<file path="src/rtl/alu_mc.sv">
// alu_mc: request/response ALU with a single-cycle path and a multi-cycle
// path. MULU, DIVU and REMU iterate one bit per clock over WIDTH cycles.
// The result registers F, Cout and Zero hold their value until the next
// result is written. A handshake on each side controls the flow of requests.
module alu_mc #(
   parameter int WIDTH = 32
) (
   input  logic             clk,
   input  logic             rst_n,
   input  logic             in_valid,
   output logic             in_ready,
   input  logic [WIDTH-1:0] A,
   input  logic [WIDTH-1:0] B,
   input  logic             Cin,
   input  logic [4:0]       Card,
   output logic             out_valid,
   input  logic             out_ready,
   output logic [WIDTH-1:0] F,
   output logic             Cout,
   output logic             Zero
);

   localparam int            CW        = $clog2(WIDTH);
   localparam logic [CW-1:0] LAST_ITER = CW'(WIDTH - 1);
   localparam logic [4:0]    OP_MULU   = 5'd16;
   localparam logic [4:0]    OP_DIVU   = 5'd17;
   localparam logic [4:0]    OP_REMU   = 5'd18;

   typedef enum logic [1:0] {
      IDLE = 2'd0,
      BUSY = 2'd1,
      DONE = 2'd2
   } state_t;

   state_t               state_q, state_d;
   logic [CW-1:0]        cnt_q, cnt_d;

   // operands captured at accept for the iterative operations
   logic [WIDTH-1:0]     a_q, b_q;
   logic [4:0]           card_q;

   // iterative datapath: product register, quotient and partial remainder
   logic [2*WIDTH-1:0]   prod_q, prod_d;
   logic [WIDTH-1:0]     quo_q, quo_d;
   logic [WIDTH-1:0]     rem_q, rem_d;

   // result registers
   logic [WIDTH-1:0]     f_q;
   logic                 cout_q, zero_q;

   logic                 accept;
   logic                 is_multi;
   logic                 res_we;
   logic [WIDTH-1:0]     res_f;
   logic                 res_c;

   // single-cycle datapath
   logic [WIDTH-1:0]     add_x, add_y;
   logic                 add_ci;
   logic [WIDTH:0]       add_sum;
   logic [WIDTH-1:0]     alu_f;
   logic                 alu_c;

   // one step of each iterative algorithm
   logic [WIDTH:0]       mul_sum;
   logic [2*WIDTH-1:0]   prod_step;
   logic [WIDTH:0]       div_shift;
   logic                 div_ge;
   logic [WIDTH-1:0]     div_diff;
   logic [WIDTH-1:0]     rem_step;
   logic [WIDTH-1:0]     quo_step;

   assign accept   = in_valid & in_ready;
   assign is_multi = (Card == OP_MULU) || (Card == OP_DIVU) || (Card == OP_REMU);

   // Select adder operands. All add/subtract cards share one WIDTH+1 bit adder.
   // X - Y - c is computed as X + ~Y + !c, so a carry out of 1 means no borrow.
   always_comb begin
      add_x  = A;
      add_y  = B;
      add_ci = 1'b0;
      case (Card)
         5'd2: add_ci = Cin;
         5'd3: begin add_y = ~B; add_ci = 1'b1; end
         5'd4: begin add_y = ~B; add_ci = ~Cin; end
         5'd5: begin add_x = B;  add_y = ~A; add_ci = 1'b1; end
         5'd6: begin add_x = B;  add_y = ~A; add_ci = ~Cin; end
         default: ;
      endcase
   end

   assign add_sum = {1'b0, add_x} + {1'b0, add_y} + {{WIDTH{1'b0}}, add_ci};

   // Compute the single-cycle result; undefined cards give zero with no flag.
   always_comb begin
      alu_f = '0;
      alu_c = 1'b0;
      case (Card)
         5'd1, 5'd2, 5'd3, 5'd4, 5'd5, 5'd6: begin
            alu_f = add_sum[WIDTH-1:0];
            alu_c = add_sum[WIDTH];
         end
         5'd7:  alu_f = A;
         5'd8:  alu_f = B;
         5'd9:  alu_f = ~A;
         5'd10: alu_f = ~B;
         5'd11: alu_f = A | B;
         5'd12: alu_f = A & B;
         5'd13: alu_f = ~(A ^ B);
         5'd14: alu_f = A ^ B;
         5'd15: alu_f = ~(A & B);
         default: ;
      endcase
   end

   // Shift-add multiply: add A into the upper half when the current LSB of
   // the multiplier is 1, then shift the whole product right by one.
   assign mul_sum   = {1'b0, prod_q[2*WIDTH-1:WIDTH]} + (prod_q[0] ? {1'b0, a_q} : '0);
   assign prod_step = {mul_sum, prod_q[WIDTH-1:1]};

   // Restoring divide: shift the next dividend bit into the partial remainder.
   // Subtract only when the shifted value is at least the divisor. The
   // difference always fits in WIDTH bits.
   assign div_shift = {rem_q, quo_q[WIDTH-1]};
   assign div_ge    = (div_shift >= {1'b0, b_q});
   assign div_diff  = div_shift[WIDTH-1:0] - b_q;
   assign rem_step  = div_ge ? div_diff : div_shift[WIDTH-1:0];
   assign quo_step  = {quo_q[WIDTH-2:0], div_ge};

   // Next-state, iteration control, result selection and handshake outputs.
   always_comb begin
      state_d   = state_q;
      cnt_d     = cnt_q;
      prod_d    = prod_q;
      quo_d     = quo_q;
      rem_d     = rem_q;
      res_we    = 1'b0;
      res_f     = '0;
      res_c     = 1'b0;
      in_ready  = 1'b0;
      out_valid = 1'b0;
      case (state_q)
         IDLE: begin
            in_ready = 1'b1;
            if (in_valid) begin
               if (is_multi) begin
                  state_d = BUSY;
                  cnt_d   = '0;
                  prod_d  = {{WIDTH{1'b0}}, B};
                  quo_d   = A;
                  rem_d   = '0;
               end else begin
                  state_d = DONE;
                  res_we  = 1'b1;
                  res_f   = alu_f;
                  res_c   = alu_c;
               end
            end
         end
         BUSY: begin
            prod_d = prod_step;
            quo_d  = quo_step;
            rem_d  = rem_step;
            cnt_d  = cnt_q + CW'(1);
            if (cnt_q == LAST_ITER) begin
               state_d = DONE;
               cnt_d   = '0;
               res_we  = 1'b1;
               case (card_q)
                  OP_MULU: begin
                     res_f = prod_step[WIDTH-1:0];
                     res_c = |prod_step[2*WIDTH-1:WIDTH];
                  end
                  OP_DIVU: begin
                     res_f = (b_q == '0) ? '1 : quo_step;
                     res_c = (b_q == '0);
                  end
                  OP_REMU: begin
                     res_f = (b_q == '0) ? a_q : rem_step;
                     res_c = (b_q == '0);
                  end
                  default: ;
               endcase
            end
         end
         DONE: begin
            out_valid = 1'b1;
            if (out_ready) begin
               state_d = IDLE;
            end
         end
         default: state_d = IDLE;
      endcase
   end

   // FSM state and iteration counter.
   always_ff @(posedge clk or negedge rst_n) begin
      if (!rst_n) begin
         state_q <= IDLE;
         cnt_q   <= '0;
      end else begin
         state_q <= state_d;
         cnt_q   <= cnt_d;
      end
   end

   // Capture the request operands on accept.
   always_ff @(posedge clk or negedge rst_n) begin
      if (!rst_n) begin
         a_q    <= '0;
         b_q    <= '0;
         card_q <= '0;
      end else if (accept) begin
         a_q    <= A;
         b_q    <= B;
         card_q <= Card;
      end
   end

   // Iterative multiply/divide working registers.
   always_ff @(posedge clk or negedge rst_n) begin
      if (!rst_n) begin
         prod_q <= '0;
         quo_q  <= '0;
         rem_q  <= '0;
      end else begin
         prod_q <= prod_d;
         quo_q  <= quo_d;
         rem_q  <= rem_d;
      end
   end

   // Result registers. Zero is derived from the WIDTH-bit value being stored.
   always_ff @(posedge clk or negedge rst_n) begin
      if (!rst_n) begin
         f_q    <= '0;
         cout_q <= 1'b0;
         zero_q <= 1'b0;
      end else if (res_we) begin
         f_q    <= res_f;
         cout_q <= res_c;
         zero_q <= (res_f == '0);
      end
   end

   assign F    = f_q;
   assign Cout = cout_q;
   assign Zero = zero_q;

endmodule

</file>
<file path="config.mk">
export PLATFORM = sky130hd
export DESIGN_NAME = alu_mc
export DESIGN_NICKNAME = d
export VERILOG_FILES = /design/src/rtl/alu_mc.sv
export SDC_FILE = /design/constraint.sdc
export NUM_CORES = 1
export LEC_CHECK = 0
export CORE_MARGIN = 3
export CORE_UTILIZATION = 55
export CTS_CLUSTER_SIZE = 16
export DETAILED_ROUTE_END_ITERATION = 10
export GPL_TIMING_DRIVEN = 0
export PLACE_DENSITY = 0.85
export SLEW_MARGIN = 20
export SYNTH_ARGS = -nofsm -noshare
export SYNTH_HDL_FRONTEND = slang
export SYNTH_SLANG_ARGS = --single-unit
</file>
<file path="constraint.sdc">
create_clock -name clk -period 11.45 [get_ports clk]
set_input_delay 3.435 -clock clk [delete_from_list [all_inputs] [get_ports clk]]
set_output_delay 3.435 -clock clk [all_outputs]
set_load 0.02 [all_outputs]
</file>
==> flow_summary.toml <==
[timing]
tightest_slew_ns = 1.17
maxSlewViolCount = 0
setup_ws_ns = 0.367
holdWs_ns = 0.482
period_share_pct = 96.8
fin_skew_ns = 0.0289
final_hold_viol_count = 0
fin_crit_ns = 11.08
setup_viol = 0
fin_tns_setup_ns = 0
relSlewSlack_pct = 19.9
fmax_mhz = 90.2
rsz0062_at_grt = "false"

[setup_path]
end_kind = "flip-flop"
cp-start-kind = "input pin"
worst_path_dominant_cell_family = "buffers and inverters"
cp_max_fo = 10
crit_path_max_incr_delay_ns = 0.86
worst-r2r-setup-slack_ns = 6.35
crit_arrival_ns = 11.54
critPathBufInv = 8
cpMaxStageDelayCell = "nor4_1"
crit_type = "input pin to flip-flop"
reg2reg_from = "cnt_q[0]"
worstReg2RegEnd = "Zero"
ff2ff_path_depth = 16
required_ns = 11.91

[layout]
utilization_pct = 63.1
nets = 3229
fill_cells = 3352
drive_above_1_share_pct = 3.82
multiInputGateArea_um2 = 13900
seq_area_um2 = 5960
area_growth_pct = 12.9

[floorplanning]
core_um2 = 37800
die_area_um2 = 40800
rows = 71
ios = 110
die_w_um = 202
die_h_um = 202
start_util_pct = 55.9

[synth]
synth_cell_types = 89
ys_seq_area_share_pct = 28.2
synthTopCellsByArea = "dfrtp_1 28%, ha_1 9.5%, o21ai_0 9.5%"
syn_area_um2 = 21100
yosys_warnings = 0
synth_seq_cells = 238
ys.flop_type = "dfrtp_1"
async_flop_share_pct = 100
synth_top_area_share_pct = 28.2
syn_nets = 3090
syn_area_per_cell_um2 = 7.40
synth_edf_count = 0
syn_inst = 2851
yosysTopAreaCell = "dfrtp_1"

[hold_path]
min_to = "card_q[3]"
min_path_cells = 2
hp-start = "card_q[3]"
hp-class = "flip-flop to flip-flop"

[pwr]
power.leakage_uw = 0.0104
powerDensity_nw_per_um2 = 224
peakVddDrop_mv = 0.125
total_power_uw = 5350

[clocking]
postCtsSetupBuffers = 0
cts_tree = "done"
htreeDepth = 1
ctsRootBufferMaster = "clkbuf_16"
clock_path_buffers = 3
cts.sinks = 238
insertion_delay_ns = 0.57
cts_resized = 0
cts_hold_buffers = 0
clk_pin_slew_worst_paths_ns = 0.06
cts_made_buffers = 25

[global_routing]
grt_pass1_wl_mm = 144
grt-ovfl-total = 0
grt_pass1_vias = 22900
antenna_found_initial = 3
grt_max_degree = 99
grt_usage_pct = 46.6

[placement]
io_buffers = 109
dp_hpwl_mm = 78.5
dp_slack_ns = -0.120
gp_congestion = 1.14

[route]
drtIter0Drc = 3677
wirelength_mm = 98.5
first_pass_iters = 7
via_per_inst = 6.95
detail-route-antenna-nets = 0
via_count = 24500
avgRoutedWirePerCell_um = 28.0
drc = 0

[job]
maxCapViolations = 0

[run_status]
status = "complete, no violations"
## logic make-up (layout without fill, tap and decap cells)
logic type / Yosys count / count (layout) / synth area share [%]
other cells: 0 / 5 / 0
buf+inv: 323 / 480 / 6.04
compound gates: 1007 / 1007 / 28.6
xor+xnor: 78 / 78 / 3.24
mux: 56 / 56 / 2.79
simple gates: 984 / 984 / 21.2
fa+ha+maj: 165 / 165 / 9.93
flops: 238 / 238 / 28.2
## worst max path at each step
stage                            to    start  slack [ns]  cells past startpoint
after floorplan                Zero  Card[1]        2.86                     25
after global placement    quo_q[18]    rst_n       -3.10                      1
after detailed placement       Zero  Card[1]       -0.12                     26
after CTS                      Zero  Card[1]        0.40                     26
after global routing           Zero  Card[1]        0.09                     26
final                          Zero  Card[1]        0.37                     25
## final cells by class
class | instances | share of cell area [%]
Tap cell | 511 | 2.68
Buffer | 194 | 3.31
Multi-Input combinational cell | 2290 | 58.3
Sequential cell | 238 | 25.0
Clock buffer | 37 | 3.11
Clock inverter | 8 | 0.625
Antenna cell | 5 | 0.0525
Timing Repair Buffer | 112 | 4.86
Inverter | 129 | 2.03
## layout by cell type (no fill, tap or decap), types with 23 or more instances in the layout
cell / instances
a211oi_1: 40
a21o_1: 37
a21oi_1: 269
and2_1: 46
buf_2: 31
clkbuf_1: 143
clkbuf_16: 25
clkdlybuf4s50_1: 108
dfrtp_1: 238
ha_1: 161
inv_1: 129
mux2i_1: 51
nand2_1: 377
nand2b_1: 26
nand3_1: 102
nand4_1: 24
nor2_1: 263
nor2b_1: 24
nor3_1: 37
o21ai_0: 399
o221ai_1: 23
o22ai_1: 32
xnor2_1: 34
xor2_1: 44
## stage by stage
stage / instances / instance area [um2]
global placement: 3471 / 22800
CTS: 3519 / 23800
global route: 3520 / 23800
floorplan: 2851 / 21100
detailed placement: 3474 / 22900
finish: 3524 / 23800
## metal layers
layer / up-vias / share of wire, % / routed length, um / global-route usage (%)
met2: 1949 / 42 / 41400 / 70.8
met3: 515 / 12 / 12300 / 11.2
li1: 10500 / - / - / -
met1: 11600 / 36 / 35100 / 57.5
met4: 0 / 10 / 9820 / 35.2
met5: - / 0 / 0 / 0
## tightest hold or removal path, delay by kind of cell, from the launching register on
kind | cells | cell delay [ns]
DFF | 1 | 0.34
and+or+nand+nor | 2 | 0.12
## state kept, by name, indices dropped and copies added, names as in the netlist, 2 cells and up
signal	cells
quo_q	32
prod_q	64
rem_q	32
card_q	5
a_q	32
b_q	32
F	32
cnt_q	5
state_q	2
## cell usage after synthesis, types with 9 or more instances
cell type  number
buf_2          31
o22ai_1        32
dfrtp_1       238
nand3_1       102
nor2_1        263
buf_1          22
nand2_1       377
a31oi_1        19
o21bai_1       10
nand2b_1       26
clkbuf_1      138
inv_1         129
nor2b_1        24
xor2_1         44
ha_1          161
o21a_1         21
a221o_1         9
a21o_1         37
o211ai_1       21
xnor2_1        34
a211oi_1       40
and2_1         46
nor4_1         18
a21oi_1       269
o31ai_1        15
nand4_1        24
a221oi_1       22
nor3_1         39
and3_1         12
o221ai_1       23
a22oi_1        10
o21ai_0       399
mux2i_1        51
## report_power, final
part	leakage (uW)	internal (uW)	switching, uW
combinational	0.00692	1040	1870
sequential	0.00301	1180	349
clock	0.000430	537	373
Note: power is estimated with default switching activity, not from simulation.
